==> src/rtl/alu4_arbiter.sv <==
// alu4_arbiter: shares one combinational alu4 between two requesters.
// Round-robin grant, valid/ready operand handshake, registered operands into
// the ALU and a registered, tagged result (value, zero and overflow flags).
// Optional feature macro: ALU_ARB_OVF_STICKY_EN adds a sticky overflow flag
// (output ovf_sticky) with a clear input (ovf_clr).
module alu4_arbiter #(
  parameter int unsigned W     = 4,
  parameter int unsigned FIRST = 0
) (
  input  logic         clk,
  input  logic         rst,
  // requester 0
  input  logic         req0_valid,
  output logic         req0_ready,
  input  logic [W-1:0] req0_a,
  input  logic [W-1:0] req0_b,
  input  logic [W-1:0] req0_i3,
  input  logic [1:0]   req0_op,
  input  logic         req0_add_sub,
  // requester 1
  input  logic         req1_valid,
  output logic         req1_ready,
  input  logic [W-1:0] req1_a,
  input  logic [W-1:0] req1_b,
  input  logic [W-1:0] req1_i3,
  input  logic [1:0]   req1_op,
  input  logic         req1_add_sub,
  // response
  output logic         rsp_valid,
  input  logic         rsp_ready,
  output logic         rsp_id,
  output logic [W-1:0] rsp_f,
  output logic         rsp_zero,
  output logic         rsp_ovf,
  // alu4 interface
  output logic [W-1:0] alu_a,
  output logic [W-1:0] alu_b,
  output logic [W-1:0] alu_i3,
  output logic [1:0]   alu_op,
  output logic         alu_add_sub,
  input  logic [W-1:0] alu_f,
  input  logic         alu_zero,
  input  logic         alu_ovf
`ifdef ALU_ARB_OVF_STICKY_EN
  ,
  output logic         ovf_sticky,
  input  logic         ovf_clr
`endif
);

  localparam logic FirstSel = (FIRST != 0);

  typedef enum logic [1:0] {
    StIdle,
    StExec,
    StResp
  } state_e;

  state_e state_q, state_d;

  // Round-robin pointer: the requester that wins when both are valid.
  logic rr_q, rr_d;

  // Operand registers.
  logic         id_q, id_d;
  logic [W-1:0] a_q, a_d;
  logic [W-1:0] b_q, b_d;
  logic [W-1:0] i3_q, i3_d;
  logic [1:0]   op_q, op_d;
  logic         as_q, as_d;

  // Result registers.
  logic [W-1:0] res_f_q, res_f_d;
  logic         res_zero_q, res_zero_d;
  logic         res_ovf_q, res_ovf_d;

  logic gnt_any;
  logic gnt_id;
  logic accept;

  // Grant selection; ready is withheld during reset so no handshake is lost.
  always_comb begin
    gnt_any = req0_valid | req1_valid;
    gnt_id  = (req0_valid & req1_valid) ? rr_q : req1_valid;
    accept  = (state_q == StIdle) & gnt_any & ~rst;
  end

  // Next-state logic.
  always_comb begin
    state_d = state_q;
    unique case (state_q)
      StIdle:  if (gnt_any) state_d = StExec;
      StExec:  state_d = StResp;
      StResp:  if (rsp_ready) state_d = StIdle;
      default: state_d = StIdle;
    endcase
  end

  // Operand/result capture and pointer update.
  always_comb begin
    rr_d       = rr_q;
    id_d       = id_q;
    a_d        = a_q;
    b_d        = b_q;
    i3_d       = i3_q;
    op_d       = op_q;
    as_d       = as_q;
    res_f_d    = res_f_q;
    res_zero_d = res_zero_q;
    res_ovf_d  = res_ovf_q;
    if (accept) begin
      id_d = gnt_id;
      if (gnt_id) begin
        a_d  = req1_a;
        b_d  = req1_b;
        i3_d = req1_i3;
        op_d = req1_op;
        as_d = req1_add_sub;
      end else begin
        a_d  = req0_a;
        b_d  = req0_b;
        i3_d = req0_i3;
        op_d = req0_op;
        as_d = req0_add_sub;
      end
    end
    if (state_q == StExec) begin
      res_f_d    = alu_f;
      res_zero_d = alu_zero;
      res_ovf_d  = alu_ovf;
    end
    // Favour the requester that was not just served.
    if ((state_q == StResp) && rsp_ready) begin
      rr_d = ~id_q;
    end
  end

  // State and datapath registers with synchronous reset.
  always_ff @(posedge clk) begin
    if (rst) begin
      state_q    <= StIdle;
      rr_q       <= FirstSel;
      id_q       <= 1'b0;
      a_q        <= '0;
      b_q        <= '0;
      i3_q       <= '0;
      op_q       <= '0;
      as_q       <= 1'b0;
      res_f_q    <= '0;
      res_zero_q <= 1'b0;
      res_ovf_q  <= 1'b0;
    end else begin
      state_q    <= state_d;
      rr_q       <= rr_d;
      id_q       <= id_d;
      a_q        <= a_d;
      b_q        <= b_d;
      i3_q       <= i3_d;
      op_q       <= op_d;
      as_q       <= as_d;
      res_f_q    <= res_f_d;
      res_zero_q <= res_zero_d;
      res_ovf_q  <= res_ovf_d;
    end
  end

  // Outputs: ALU inputs only live in EXEC, response only live in RESP.
  always_comb begin
    req0_ready  = accept & ~gnt_id;
    req1_ready  = accept & gnt_id;
    rsp_valid   = (state_q == StResp);
    rsp_id      = rsp_valid ? id_q : 1'b0;
    rsp_f       = rsp_valid ? res_f_q : '0;
    rsp_zero    = rsp_valid ? res_zero_q : 1'b0;
    rsp_ovf     = rsp_valid ? res_ovf_q : 1'b0;
    alu_a       = '0;
    alu_b       = '0;
    alu_i3      = '0;
    alu_op      = '0;
    alu_add_sub = 1'b0;
    if (state_q == StExec) begin
      alu_a       = a_q;
      alu_b       = b_q;
      alu_i3      = i3_q;
      alu_op      = op_q;
      alu_add_sub = as_q;
    end
  end

`ifdef ALU_ARB_OVF_STICKY_EN
  logic sticky_q, sticky_d;

  // Sticky overflow: a set on the same edge as a clear wins.
  always_comb begin
    sticky_d = sticky_q;
    if (ovf_clr) sticky_d = 1'b0;
    if ((state_q == StExec) && alu_ovf) sticky_d = 1'b1;
  end

  // Sticky overflow register.
  always_ff @(posedge clk) begin
    if (rst) sticky_q <= 1'b0;
    else     sticky_q <= sticky_d;
  end

  assign ovf_sticky = sticky_q;
`endif

endmodule
==> config.mk <==
export PLATFORM = sky130hd
export DESIGN_NAME = alu4_arbiter
export DESIGN_NICKNAME = d
export VERILOG_FILES = /design/src/rtl/alu4_arbiter.sv
export SDC_FILE = /design/constraint.sdc
export NUM_CORES = 1
export LEC_CHECK = 0
export ABC_AREA = 1
export CORE_AREA = 2 2 57 73
export DETAILED_ROUTE_END_ITERATION = 8
export DIE_AREA = 0 0 59 75
export HOLD_SLACK_MARGIN = 0.02
export PLACE_DENSITY = 0.74
export SYNTH_ARGS = -nofsm -noshare
export SYNTH_HDL_FRONTEND = slang
export SYNTH_SLANG_ARGS = --single-unit
==> constraint.sdc <==
create_clock -name clk -period 1.1 [get_ports clk]
set_input_delay 0.22 -clock clk [delete_from_list [all_inputs] [get_ports clk]]
set_output_delay 0.22 -clock clk [all_outputs]
set_load 0.05 [all_outputs]
==> impl_metrics.ini, run 1 <==
[placed_design]
dpl.cell_count = 316
gp_congestion = 0.7585
hpwl_um = 2934
numPortBuffers = 65

[setup_path]
critical_path.max_fanout = 5
crit_arrival_ns = 1.26
critPathCapture = alu_a[3]
cp.depth = 5
endpoint_kind = output port
reg2reg_from = state_q[1]$_SDFFE_PP0P_
reg2reg_to = id_q$_SDFFE_PP0P_
critical_path_class = reg2out
required_ns = 0.88
cp_cell_sequence = inv_2 -> nand2_2 -> buf_6 -> nor2_4 -> buf_12
r2r_slack_ns = -0.14
critical_path.startpoint = state_q[1]$_SDFFE_PP0P_
critPathLaunchType = register
worst-path-buf-inv = 3
path_delay_family = buffers and inverters
cp_slowest_cell = dfxtp_2
cpPeakStageDelay_ns = 0.35
rr_worst_depth = 7

[logic_synthesis]
yosys-top-cells-count = nand2_1, dfxtp_1, nor2_1, inv_1, a21oi_1
synth_area_leaders = dfxtp_1, nand2_1, a21oi_1
netlist_instances = 204
syn_nets = 245
ys_seq_area_frac = 0.3839
postSynthAreaPerCell_um2 = 6.391
synth_top_cell_by_area = dfxtp_1
yosysWarnings = 0
ys_dominant_reg_cell = dfxtp_1
yosys.area.top_type_share = 0.3839
ys_ff_latch = 25
yosysMostFrequentCell = nand2_1
ys_types = 20
synth_edf_count = 0
syn-cell-area_um2 = 1304
synthArstFlopShare = 0

[detailed_routing]
top_layer = met4
via_per_inst = 4.775
wl_per_cell_um = 12.86
wl_met3_um = 126
firstDrtPassIters = 6
ant_nets = 0
drt_iter0_drc = 47
via_count = 1547
route.met2.wl_um = 2363
drc = 0
wl_met1_um = 1536
drt-total-wl_um = 4166

[cts]
cts.clk_slew.worst_paths_ns = 0.09
worst_skew_pair.late_latency_ns = 0.27
cts_buffers = 3
cts.sinks = 25
clk_path_buf_depth = 2
cts_tree = built
cts-root-buf = clkbuf_8
h-tree-depth = 1
holdBufCountCts = 0

[status]
violations = setup timing
outcome = complete, but fails checks

[final_layout]
stdcell_count = 324
antenna_cells = 0
area_delta_synth_final_pct = 104.8
drive_above_1_share = 0.3310
nets = 326
fillCellCount = 281
final_util = 0.7234

[sta]
worst_slack_ns = -0.3754
fmax_mhz = 677.8
rsz0062_at_grt = yes
fin_crit_sh = 1.341
setup_violations = 47
hold_viol = 0
slew_headroom = 0.8552
fin_worst_skew_ns = 0.001795
finalCriticalPeriod_ns = 1.475
tightest_slew_ns = 0.2173
maxSlewViolCount = 0

[global_routing]
grtUsageTotal = 0.1962
grt_antenna_before_repair = 0
overflow = 0
grt_pass1_vias = 1456
grt_pass1_wl_um = 6499
grt_max_degree = 18

[power]
power_density_nw_per_um2 = 932.4
peakVddDrop_mv = 0.7364
p_leak_uw = 0.001024

[floorplanning]
ios = 66
placementRows = 25
start_util = 0.3532
core_area_um2 = 3691
dieArea_um2 = 4425
die_h_um = 75
die_w_um = 59

[flow_run]
max_cap_viol_count = 0

[hold_path]
hp-class = reg2reg
metal layers:
metal / up-vias / GRT usage
met3: 11 / 0.02405
met5: - / 0
met1: 711 / 0.2093
met2: 40 / 0.3654
met4: 0 / 0.1136
li1: 785 / -
cell usage in the layout (no fill, tap or decap), drive strengths merged, types with 3 or more instances in the layout:
cell type / Yosys / layout
nand2: 65 / 65
buf: 8 / 46
clkdlybuf4s50: 0 / 37
inv: 28 / 28
nor2: 26 / 26
dfxtp: 25 / 25
a21oi: 24 / 24
nand3: 16 / 16
o21ai: 8 / 8
clkbuf: 2 / 4
dlygate4sd2: 0 / 3
through the flow:
step	hold WS, ns	total power, uW	TNS [ns]	setup slack [ns]	instance area (um2)
2_1_floorplan	0.3827	1504	-4.874	-0.2599	1511
3_3_place_gp	0.4439	1863	-7.879	-0.4235	2536
3_5_place_dp	0.4464	1876	-8.574	-0.4429	2536
4_1_cts	0.4602	2451	-9.720	-0.3718	2623
5_1_grt	0.4936	2595	-12.15	-0.4203	2670
6_report	0.4662	2490	-10.02	-0.3754	2670
kinds of logic (layout without fill, tap and decap cells):
logic type / Yosys count / in the layout / synth area share
buffers and inverters: 39 / 119 / 0.1420
and+or+nand+nor: 108 / 108 / 0.3455
AOI/OAI and AO/OA: 32 / 32 / 0.1286
DFF: 25 / 25 / 0.3839
area by class of cell:
type / count / area, um2 / area share
repair buffers: 86 / 1106 / 0.4142
clock buffers: 4 / 45.04 / 0.01687
multi-input cells: 140 / 837.1 / 0.3135
inverters: 29 / 128.9 / 0.04827
well taps: 40 / 50.05 / 0.01874
flip-flops and latches: 25 / 503.0 / 0.1884
worst min-delay path by stage:
stage | start | endpoint | slack [ns] | depth (start not counted)
2_1_floorplan | rsp_ready | rr_q$_SDFFE_PP0P_ | 0.38 | 2
3_3_place_gp | rr_q$_SDFFE_PP0P_ | rr_q$_SDFFE_PP0P_ | 0.44 | 2
3_5_place_dp | rr_q$_SDFFE_PP0P_ | rr_q$_SDFFE_PP0P_ | 0.45 | 2
4_1_cts | rr_q$_SDFFE_PP0P_ | rr_q$_SDFFE_PP0P_ | 0.46 | 2
5_1_grt | rr_q$_SDFFE_PP0P_ | rr_q$_SDFFE_PP0P_ | 0.49 | 2
6_report | a_q[0]$_SDFFE_PP0P_ | a_q[0]$_SDFFE_PP0P_ | 0.47 | 2
power breakdown:
| group | switching, uW | internal, uW | total [uW] | leakage [uW] |
|---|---|---|---|---|
| Sequential | 34.7 | 975 | 1010 | 0.000205 |
| Clock | 306 | 260 | 566 | 0.0000228 |
| Combinational | 482 | 431 | 914 | 0.000795 |
worst reg2reg max path: stages, from the launching register on:
cell and delay, ns:
dfxtp_2 0.35, nor2_4 0.14, nand3_4 0.13, a21oi_4 0.17
buf_4 0.13, buf_4 0.09, buf_4 0.09, nor2_1 0.04
registers in the layout, indices dropped and copies added (netlist names):
name and count:
as_q 1, i3_q 4, rr_q 1, b_q 4
op_q 2, id_q 1, res_zero_q 1, res_f_q 4
state_q 2, a_q 4, res_ovf_q 1
repair_timing:
item                                    CTS  global route
endpoints found under the setup margin   48            48
pin swaps                                 4             3
gates resized for setup                  13             9
buffers inserted                          2             2
No activity file was read; power rests on OpenSTA's default activity.
==> inputs of run 2 (changes only) <==
SLEW_MARGIN = 10   (was default)
==> results of run 2 <==
Same layout as run 1: the final DEF is identical, and so are final timing and power.
==> inputs of run 3 (changes only) <==
ABC_AREA = default   (was 1)
CELL_PAD_IN_SITES_DETAIL_PLACEMENT = 1   (was default)
CELL_PAD_IN_SITES_GLOBAL_PLACEMENT = 2   (was default)
CORE_AREA = 2 2 78 98   (was 2 2 57 73)
DIE_AREA = 0 0 80 100   (was 0 0 59 75)
PLACE_DENSITY = default   (was 0.74)
PLACE_DENSITY_LB_ADDON = 0.1   (was default)
==> run 3 against run 2 <==
  * The run still ends with setup timing left
  * Combinational power grew 19%
  * Register-to-register slack lost 0.19 ns
  * Critical path depth shrank 2
  * Synthesized cell count shrank 22%
  * Core utilization shrank 32 points
  * Worst hold slack lost 0.012 ns
  * Non-clock buffer count grew 6
  * Die area grew 81%
  * Sequential power grew 4%
  * Area after synthesis grew 6.0%
  * Setup slack lost 0.059 ns
  * Final cell count grew 1.9%
  * Critical endpoint is now req1_ready
  * Largest power group is now combinational logic
==> impl_metrics.ini, run 3 <==
[status]
outcome = complete, but fails checks
violations = setup timing

[hold_path]
min_to = a_q[3]$_SDFFE_PP0P_
hp-start = req1_valid
min_path_cells = 4
hp-class = in2reg

[logic_synthesis]
syn_nets = 200
ys_dominant_reg_cell = dfxtp_1
synth_top_cell_by_area = dfxtp_1
yosys-top-cells-count = dfxtp_1, a21oi_1, and2_1, nand3b_1, o21ai_0
yosysMostFrequentCell = dfxtp_1
postSynthAreaPerCell_um2 = 8.695
ys_seq_area_frac = 0.3620
synthArstFlopShare = 0
ys_ff_latch = 25
syn-cell-area_um2 = 1383
yosys.area.top_type_share = 0.3620
netlist_instances = 159
ys_types = 25
synth_area_leaders = dfxtp_1, and2_1, a311oi_2
yosysWarnings = 0
synth_edf_count = 0

[flow_run]
max_cap_viol_count = 0

[detailed_routing]
firstDrtPassIters = 2
drt_iter0_drc = 12
via_per_inst = 4.561
drc = 0
drt-total-wl_um = 5303
wl_per_cell_um = 16.07
via_count = 1505
ant_nets = 0

[placed_design]
dp_slack_ns = -0.6638
gp_congestion = 0.7137
hpwl_um = 3951
numPortBuffers = 65

[floorplanning]
start_util = 0.1925
die_w_um = 80
ios = 66
die_h_um = 100
core_area_um2 = 7182
dieArea_um2 = 8000
placementRows = 35

[final_layout]
antenna_cells = 0
nets = 280
final_common_cell = clkdlybuf4s50_1
most-common-layout-cells = clkdlybuf4s50_1, buf_12, and2_4, dfxtp_1, nand3b_1
drive_above_1_share = 0.5000
area_delta_synth_final_pct = 108.8
final_util = 0.4019

[global_routing]
grt_pass1_wl_um = 8411
grtUsageTotal = 0.1372
overflow = 0
grt_antenna_before_repair = 0
grt_pass1_vias = 1697
grt_max_degree = 25

[cts]
h-tree-depth = 1
cts-root-buf = clkbuf_8
worst_skew_pair.late_latency_ns = 0.27
cts_buffers = 3
clk_path_buf_depth = 2
cts_tree = built
cts.sinks = 25
cts.clk_slew.worst_paths_ns = 0.10

[power]
intPower_uw = 1845
p_comb_frac = 0.401
power_density_nw_per_um2 = 945.4
p_leak_uw = 0.001039
power.switching_uw = 883.6
switching_share = 0.3238
sequentialPowerShare = 0.385
peakVddDrop_mv = 0.4317
clkPwrFrac = 0.214

[sta]
slew_headroom = 0.7571
rsz0062_at_grt = yes
fmax_mhz = 651.8
maxSlewViolCount = 0
worst_slack_ns = -0.4341
setup-tns-final_ns = -14.70
fin_crit_sh = 1.395
setup_violations = 43
tightest_slew_ns = 0.3644
hold_viol = 0
fin_worst_skew_ns = 0.003357
finalCriticalPeriod_ns = 1.534
fin_hold_ws_ns = 0.4538

[setup_path]
crit_arrival_ns = 1.31
r2r_slack_ns = -0.33
reg2reg_from = state_q[0]$_SDFFE_PP0P_
reg2reg_to = i3_q[1]$_SDFFE_PP0P_
cp_slowest_cell = dfxtp_2
cpPeakStageDelay_ns = 0.36
endpoint_kind = output port
rr_worst_depth = 7
critical_path_class = reg2out
critPathLaunchType = register
cp_cell_sequence = nor3_4 -> nor3b_4 -> buf_12
critical_path.max_fanout = 3
required_ns = 0.88
==> run 3: power groups by stage <==
| stage | logic, uW | clock network (uW) | registers (uW) |
|---|---|---|---|
| global placement | 911 | 0 | 1050 |
| global route | 1170 | 649 | 1060 |
| CTS | 1080 | 615 | 1050 |
| floorplan | 491 | 0 | 1040 |
| finish | 1090 | 584 | 1050 |
| detailed placement | 932 | 0 | 1050 |
==> run 3: worst max-delay path by stage <==
| stage | startpoint | to | cells after the start |
|---|---|---|---|
| after floorplan | state_q[0]$_SDFFE_PP0P_ | req0_ready | 5 |
| after global placement | req1_valid | i3_q[2]$_SDFFE_PP0P_ | 5 |
| after detailed placement | req1_valid | i3_q[1]$_SDFFE_PP0P_ | 5 |
| after CTS | state_q[1]$_SDFFE_PP0P_ | req1_ready | 3 |
| after global routing | state_q[0]$_SDFFE_PP0P_ | req1_ready | 3 |
| final | state_q[0]$_SDFFE_PP0P_ | req1_ready | 3 |
==> run 3: what timing repair did <==
item / in CTS / in global routing
setup endpoints to repair: 50 / 50
gates resized for setup: 48 / 6
pin swaps: 40 / 3
cloned: 2 / 0
buffers inserted: 4 / 2
endpoints found under the hold margin: 0 / 0
hold buffers: 0 / 0
==> run 3: final cells by class <==
cell class	count	area [um2]
Clock inverter	1	7.507
Multi-Input combinational cell	116	998.5
Tap cell	92	115.1
Timing Repair Buffer	92	1215
Sequential cell	25	505.5
Clock buffer	3	41.29
Fill cell	792	4295
Inverter	1	3.754
==> run 3: layer usage <==
metal,track usage,vias to the layer above,share of wire
met5,0,-,0
met4,0.04042,0,0.0060
met3,0.02428,2,0.043
met2,0.2654,38,0.57
met1,0.1484,738,0.38
li1,-,727,-
==> run 3: critical path: cells and delay by family, from the launching register on <==
kind          cells  cell delay [ns]
simple gates      2             0.50
flops             1             0.36
buf+inv           1             0.18
==> run 3: cell families after synthesis <==
family / Yosys count / share of synthesized area
AOI/OAI and AO/OA: 57 / 0.2941
DFF: 25 / 0.3620
and+or+nand+nor: 59 / 0.2697
buffers and inverters: 18 / 0.07419
==> run 3: per-stage QoR <==
step	std cells	total power [uW]	cell area (um2)
6_report	330	2729	2887
3_3_place_gp	318	1961	2572
2_1_floorplan	159	1530	1484
5_1_grt	330	2878	2887
3_5_place_dp	318	1986	2572
4_1_cts	328	2750	2854
